File: config.mk
export PLATFORM = sky130hd
export DESIGN_NAME = jk_counter_updown_flat
export DESIGN_NICKNAME = d
export VERILOG_FILES = /design/src/rtl/jk_counter_updown_if.sv /design/src/rtl/jk_counter_updown.sv /design/src/flat_wrapper.sv
export SDC_FILE = /design/constraint.sdc
export NUM_CORES = 1
export LEC_CHECK = 0
export CAP_MARGIN = 20
export CORE_AREA = 2 2 39 41
export DETAILED_ROUTE_END_ITERATION = 6
export DIE_AREA = 0 0 41 43
export PLACE_DENSITY = 0.61
export SLEW_MARGIN = 5
export SYNTH_ARGS = -nofsm -noshare
export SYNTH_HDL_FRONTEND = slang
export SYNTH_SLANG_ARGS = --single-unit
File: constraint.sdc
create_clock -name clockpulse -period 2.5 [get_ports clockpulse]
set_input_delay 0.625 -clock clockpulse [delete_from_list [all_inputs] [get_ports clockpulse]]
set_output_delay 0.625 -clock clockpulse [all_outputs]
set_load 0.005 [all_outputs]
File: src/rtl/jk_counter_updown_if.sv
// Control and status bundle for one jk_counter_updown stage.
// The counter is the slave; whatever drives enable/load/updown is the master.
interface jk_counter_updown_if #(
  parameter int WIDTH = 4
);
  logic             enable;
  logic             load;
  logic             updown;
  logic [WIDTH-1:0] loaddata;
  logic [WIDTH-1:0] count;
  logic             terminal;
  logic             carryout;
  logic             wrapped;

  modport master (
    output enable, load, updown, loaddata,
    input  count, terminal, carryout, wrapped
  );

  modport slave (
    input  enable, load, updown, loaddata,
    output count, terminal, carryout, wrapped
  );
endinterface

File: src/rtl/jk_counter_updown.sv
// Mod-MODULUS synchronous up/down counter built from per-bit JK toggle stages,
// with parallel load, cascade carry and a sticky wrap flag.
module jk_counter_updown #(
  parameter int WIDTH   = 4,
  parameter int MODULUS = 10
) (
  input logic                 clockpulse,
  input logic                 clear,
  jk_counter_updown_if.slave  bus
);

  localparam logic [WIDTH-1:0] LAST    = WIDTH'(MODULUS - 1);
  localparam logic [WIDTH:0]   MOD_EXT = (WIDTH + 1)'(MODULUS);

  logic [WIDTH-1:0] count_reg;
  logic [WIDTH-1:0] count_next;
  logic [WIDTH-1:0] load_value;
  logic [WIDTH-1:0] force_value;
  logic [WIDTH-1:0] ones_below;
  logic [WIDTH-1:0] zeros_below;
  logic [WIDTH-1:0] toggle;
  logic [WIDTH-1:0] j;
  logic [WIDTH-1:0] k;
  logic             wrapped_reg;
  logic             wrapped_next;
  logic             at_end;
  logic             step;
  logic             wrap;

  // Out-of-range load data collapses to 0 so count never leaves 0..MODULUS-1.
  assign load_value  = ({1'b0, bus.loaddata} < MOD_EXT) ? bus.loaddata : '0;
  assign at_end      = bus.updown ? (count_reg == LAST) : (count_reg == '0);
  assign step        = bus.enable & ~bus.load;
  assign wrap        = at_end & step;
  assign force_value = bus.updown ? '0 : LAST;

  assign ones_below[0]  = 1'b1;
  assign zeros_below[0] = 1'b1;

  generate
    for (genvar gi = 1; gi < WIDTH; gi++) begin : g_chain
      assign ones_below[gi]  = ones_below[gi-1]  &  count_reg[gi-1];
      assign zeros_below[gi] = zeros_below[gi-1] & ~count_reg[gi-1];
    end

    // Load and wrap both force a target value through J/K; otherwise J=K=toggle.
    for (genvar gi = 0; gi < WIDTH; gi++) begin : g_jk
      assign toggle[gi] = bus.enable & (bus.updown ? ones_below[gi] : zeros_below[gi]);
      assign j[gi] = bus.load ?  load_value[gi] : (wrap ?  force_value[gi] : toggle[gi]);
      assign k[gi] = bus.load ? ~load_value[gi] : (wrap ? ~force_value[gi] : toggle[gi]);
      assign count_next[gi] = (j[gi] & ~count_reg[gi]) | (~k[gi] & count_reg[gi]);
    end
  endgenerate

  assign wrapped_next = bus.load ? 1'b0 : (wrap ? 1'b1 : wrapped_reg);

  always_ff @(posedge clockpulse or posedge clear) begin
    if (clear) begin
      count_reg   <= '0;
      wrapped_reg <= 1'b0;
    end else begin
      count_reg   <= count_next;
      wrapped_reg <= wrapped_next;
    end
  end

  assign bus.count    = count_reg;
  assign bus.terminal = at_end;
  assign bus.carryout = wrap;
  assign bus.wrapped  = wrapped_reg;

endmodule
File: src/flat_wrapper.sv
// flat-port wrapper written by rule: the top's interface ports become plain ports
module jk_counter_updown_flat 
#(
  parameter int WIDTH   = 4,
  parameter int MODULUS = 10
)
  (clockpulse, clear, bus_enable, bus_load, bus_updown, bus_loaddata, bus_count, bus_terminal, bus_carryout, bus_wrapped);
  jk_counter_updown_if #(.WIDTH(WIDTH)) bus_i ();
  input logic clockpulse;
  input logic clear;
  input wire logic [$bits(bus_i.enable)-1:0] bus_enable;
  input wire logic [$bits(bus_i.load)-1:0] bus_load;
  input wire logic [$bits(bus_i.updown)-1:0] bus_updown;
  input wire logic [$bits(bus_i.loaddata)-1:0] bus_loaddata;
  output wire logic [$bits(bus_i.count)-1:0] bus_count;
  output wire logic [$bits(bus_i.terminal)-1:0] bus_terminal;
  output wire logic [$bits(bus_i.carryout)-1:0] bus_carryout;
  output wire logic [$bits(bus_i.wrapped)-1:0] bus_wrapped;
  assign bus_i.enable = bus_enable;
  assign bus_i.load = bus_load;
  assign bus_i.updown = bus_updown;
  assign bus_i.loaddata = bus_loaddata;
  assign bus_count = bus_i.count;
  assign bus_terminal = bus_i.terminal;
  assign bus_carryout = bus_i.carryout;
  assign bus_wrapped = bus_i.wrapped;
  jk_counter_updown #(.WIDTH(WIDTH), .MODULUS(MODULUS)) u_core (.clockpulse(clockpulse), .clear(clear), .bus(bus_i));
endmodule
---- Word-level counts from Yosys, hierarchy flattened ----
Cells that the tools add are included.
W data, S select, Z words.
word-level totals
  register bits ........................... 5
  input port bits ......................... 9
  output and inout bits ................... 7
  logic and storage cells ................. 68
operators by class
  $lt $le $gt $ge ......................... 1
  equality and inequality tests ........... 1
  mux-type cells .......................... 24
  bitwise gates (word level) .............. 38
  reduce and logical (&&, ||, !) cells .... 2
operators with widths
  operator              count
  $mux W1               22
  $and A1 B1 Y1         17
  $not A1 Y1            17
  $mux W4               2
  $eq A4 B4 Y1 const B  1
  $logic_not A4 Y1      1
  $lt A4 B4 Y1 const B  1
  $or A1 B1 Y1          4
  $reduce_bool A2 Y1    1

---- Longest topological paths before layout ----
Gate-level depths: netlist of the first run.
  depth after elaboration ................. 10
  depth in mapped cells ................... 5
  depth with buffers taken out ............ 4

---- Least setup slack after synthesis of the first run ----
Ideal clock, no wire load.
  kind .................................... input to output
  start point ............................. in bus_updown
  end point ............................... out bus_carryout
  data arrival time ....................... 1.556 ns
  required time ........................... 1.875 ns
  setup slack ............................. 0.319 ns
  stages .................................. 5
  path through ............................ buf_2 -> or3_4 -> a211oi_4 -> nand2_1 -> nor2_1
on the way
  cells in the longest elaborated chain, start to end .. 2
ends and longest elaborated chain
  item              line                     text
  start, declared   flat_wrapper.sv:13       input wire logic [$bits(bus_i.updown)-1:0] bus_updown;
  $mux W1           jk_counter_updown.sv:32  assign at_end = bus.updown ? (count_reg == LAST) : (count_reg == '0);
  via bus_terminal  flat_wrapper.sv:16       output wire logic [$bits(bus_i.terminal)-1:0] bus_terminal;
  $and A1 B1 Y1     jk_counter_updown.sv:34  assign wrap = at_end & step;
  end, declared     flat_wrapper.sv:17       output wire logic [$bits(bus_i.carryout)-1:0] bus_carryout;
The timed path passes the listed nets, and every way through them passes these cells.

---- Final worst setup path of the first run ----
  start point ............................. in bus_updown
  end point ............................... out bus_carryout
on the way
  cells in the longest elaborated chain, start to end .. 2
ends and longest elaborated chain
  item           line
  $mux W1        jk_counter_updown.sv:32
  $and A1 B1 Y1  jk_counter_updown.sv:34
No other way between the ends.

==> results of run 1 <==
==> worst paths after layout <==
check / depth (start not counted) / startpoint / slack, ns / end
worst max-delay path: 7 / bus_updown / 0.07 / bus_carryout
worst min-delay path: 2 / u_core.bus.wrapped / 0.49 / u_core.bus.wrapped
worst max register to register: 5 / u_core.bus.count[0] / 0.91 / u_core.bus.count[2]
worst min register to register: 2 / u_core.bus.wrapped / 0.49 / u_core.bus.wrapped
max in group asynchronous: 2 / clear / 1.77 / u_core.bus.count[1]
min in group asynchronous: 2 / clear / 0.57 / u_core.bus.count[2]
==> where the power goes <==
| group | internal [mW] | switching [mW] |
|---|---|---|
| logic | 0.0708 | 0.0517 |
| registers | 0.0904 | 0.0147 |
| clock network | 0.0584 | 0.0425 |
==> placed cells by master, fill, tap and decap left out <==
cell             instances
clkbuf_4                 3
inv_1                    2
clkdlybuf4s50_1         12
or3_1                    1
a22oi_1                  1
a21oi_1                  3
or3_4                    1
a32oi_1                  1
a21o_2                   1
nand4_1                  1
xnor2_1                  2
o211ai_1                 1
mux2i_1                  1
nor2_1                   4
dlygate4sd2_1            2
buf_2                    1
nand3_2                  1
nand3_1                  3
xor2_1                   1
nand3b_1                 1
dfrtp_1                  5
and3_1                   1
nor3_1                   1
buf_4                    7
a211o_1                  1
o21ai_0                  4
nand2_1                  3
a221oi_1                 1
nand2b_1                 2
nor2b_1                  1
buf_6                    1
a211oi_4                 1
clkinv_2                 1
==> Yosys cell counts <==
cell	n	area share [%]
mux2i_1	1	2.4
inv_1	2	1.8
dfrtp_1	5	30
xnor2_1	2	4.2
o21ai_0	4	4.8
or3_4	1	2.7
a221oi_1	1	2.1
nand3_1	4	4.8
and3_1	1	1.5
a211oi_4	1	4.8
xor2_1	1	2.1
or3_1	1	1.5
a211o_1	1	2.1
a21o_2	1	2.1
a32oi_1	1	2.1
nand4_1	1	1.5
clkbuf_1	1	0.90
buf_2	2	2.4
nor3_1	1	1.2
nand3b_1	1	1.8
a21oi_1	3	3.6
buf_6	2	5.4
o211ai_1	1	1.8
nand2_1	3	2.7
nor2_1	4	3.6
a22oi_1	1	1.8
nand2b_1	2	3.0
nor2b_1	1	1.5
==> worst max-delay path, delay by kind of cell <==
| kind | cells | cell delay, ns |
|---|---|---|
| buffers and inverters | 3 | 0.50 |
| AO/OA/AOI/OAI | 1 | 0.22 |
| AND/OR/NAND/NOR | 3 | 0.46 |
==> cell families (layout without fill, tap and decap cells) <==
kind of cell / Yosys count / in the layout / share of synthesized area [%]
buffers and inverters: 7 / 29 / 10.5
multiplexers: 1 / 1 / 2.40
flip-flops: 5 / 5 / 29.9
XOR/XNOR: 3 / 3 / 6.29
AND/OR/NAND/NOR: 20 / 20 / 25.8
AO/OA/AOI/OAI: 14 / 14 / 25.2
==> layer usage <==
layer	wire (µm)	up-vias	GRT usage [%]	share of wire, %
met1	458	207	18.9	40
met3	106	2	4.71	9.2
met5	0	-	0	0
met2	569	24	24.1	50
met4	13	0	8.00	1.1
li1	-	220	-	-
==> area by class of cell <==
type	count	area share [%]
clock buffer	3	3.52
timing repair buffer	23	32.2
clock inverter	1	0.781
sequential	5	19.5
tap	16	3.13
multi-input combinational	38	39.6
inverter	2	1.17
==> per-stage QoR <==
| stage | util [%] | cells |
|---|---|---|
| after floorplan | - | 50 |
| final | 46.3 | 88 |
| after detailed placement | 43.1 | 82 |
| after global routing | 46.3 | 88 |
| after global placement | 43.1 | 82 |
| after CTS | 46.3 | 88 |
==> what timing repair did <==
item / 4_1_cts / 5_1_grt
buffers inserted: 2 / 0
endpoints found under the setup margin: 2 / 0
endpoints found under the hold margin: 0 / 0
resized for setup: 7 / 0
==> flow_metrics.tcl, run 1 <==
set metrics [dict create \
    root_buffer "clkbuf_4" \
    grt_pass1_wl_mm 1.77 \
    vias 453 \
    areaGrowthSynthToFinish_pct 53.3 \
    cts_inserted_buffers 3 \
    cts_tree "done" \
    hold_viol 0 \
    grt_max_degree 11 \
    syn_area_um2 418 \
    powerDensity_nw_per_um2 513 \
    layout_setup_ws_ns 0.0653 \
    rsz0062_at_grt "no" \
    syn_avg_cell_area_um2 8.36 \
    synth_cells 50 \
    hp-class "reg -> reg" \
    fin_hold_ws_ns 0.495 \
    drtPass1Iterations 4 \
    ant_nets 0 \
    worst_slew_pin_slew_ns 0.325 \
    startpoint_type "input pin" \
    clk_latency_ns 0.26 \
    clock-sinks 5 \
    synth.yosys.warnings 0 \
    rows 14 \
    die_area_um2 1760 \
    boundaryPins 16 \
    slew_headroom_pct 78.2 \
    ctsHoldBuffers 0 \
    slew_violations 0 \
    io_buffers 15 \
    required_ns 1.88 \
    dp_hpwl_um 809 \
    drtIter0Drc 6 \
    end_kind "primary output" \
    grt.overflow.total 0 \
    gp_congestion 0.725 \
    drive_above_1_share_pct 23.6 \
    track_usage_pct 15.7 \
    worstSetupPathType "in -> out" \
    ir_drop_mv 0.193 \
    finalCriticalPeriod_ns 2.43 \
    clk_pin_slew_ns 0.05 \
    ys_seq_area_share_pct 29.9 \
    finalCritPeriodShare_pct 97.4 \
    largest_register_ffs 4 \
    drc 0 \
    diodes 0 \
    seqCellArea_um2 125 \
    antenna_found_initial 0 \
    crit_chain "dlygate4sd2_1 > or3_4 > a211oi_4 > buf_4 > nand2_1 > nor2_1 > buf_2" \
    syn_nets 59 \
    path_max_fanout 2 \
    h-tree-depth 1 \
    dp_slack_ns -0.428 \
    multiInputGateArea_um2 254 \
    routedWlPerCell_um 13.0 \
    coreArea_um2 1380 \
    tns_ns 0 \
    die_x_um 41 \
    p_leak_nw 0.273 \
    power_mw 0.328 \
    start_util_pct 30.2 \
    grt_pass1_vias 397 \
    via_per_inst 5.15 \
    setup_viol 0 \
    critPathArrivalTime_ns 1.81 \
    clk_path_buf_depth 2 \
    die-height_um 43 \
    synth_seq_cells 5 \
    maxCapViolCount 0 \
    final_nets 82 \
    place_area_um2 597 \
    fmax_mhz 411 \
    clock_skew_ns 0.00135 \
    routed_wl_mm 1.15 \
    ys_types 28 \
    status "finished clean" \
    crit_path_top_delay_cell "or3_4" \
    fin_area_um2 641 \
    cp_slowest_stage_delay_ns 0.34 \
    fillers 147 \
]
Power figures use the tool's default switching activity.
==> inputs of run 2 (changes only) <==
- CAP_MARGIN: 20 -> 25
- GPL_TIMING_DRIVEN: unset -> 1
==> results of run 2 <==
No change in the layout: final DEF, timing and power equal those of run 1.
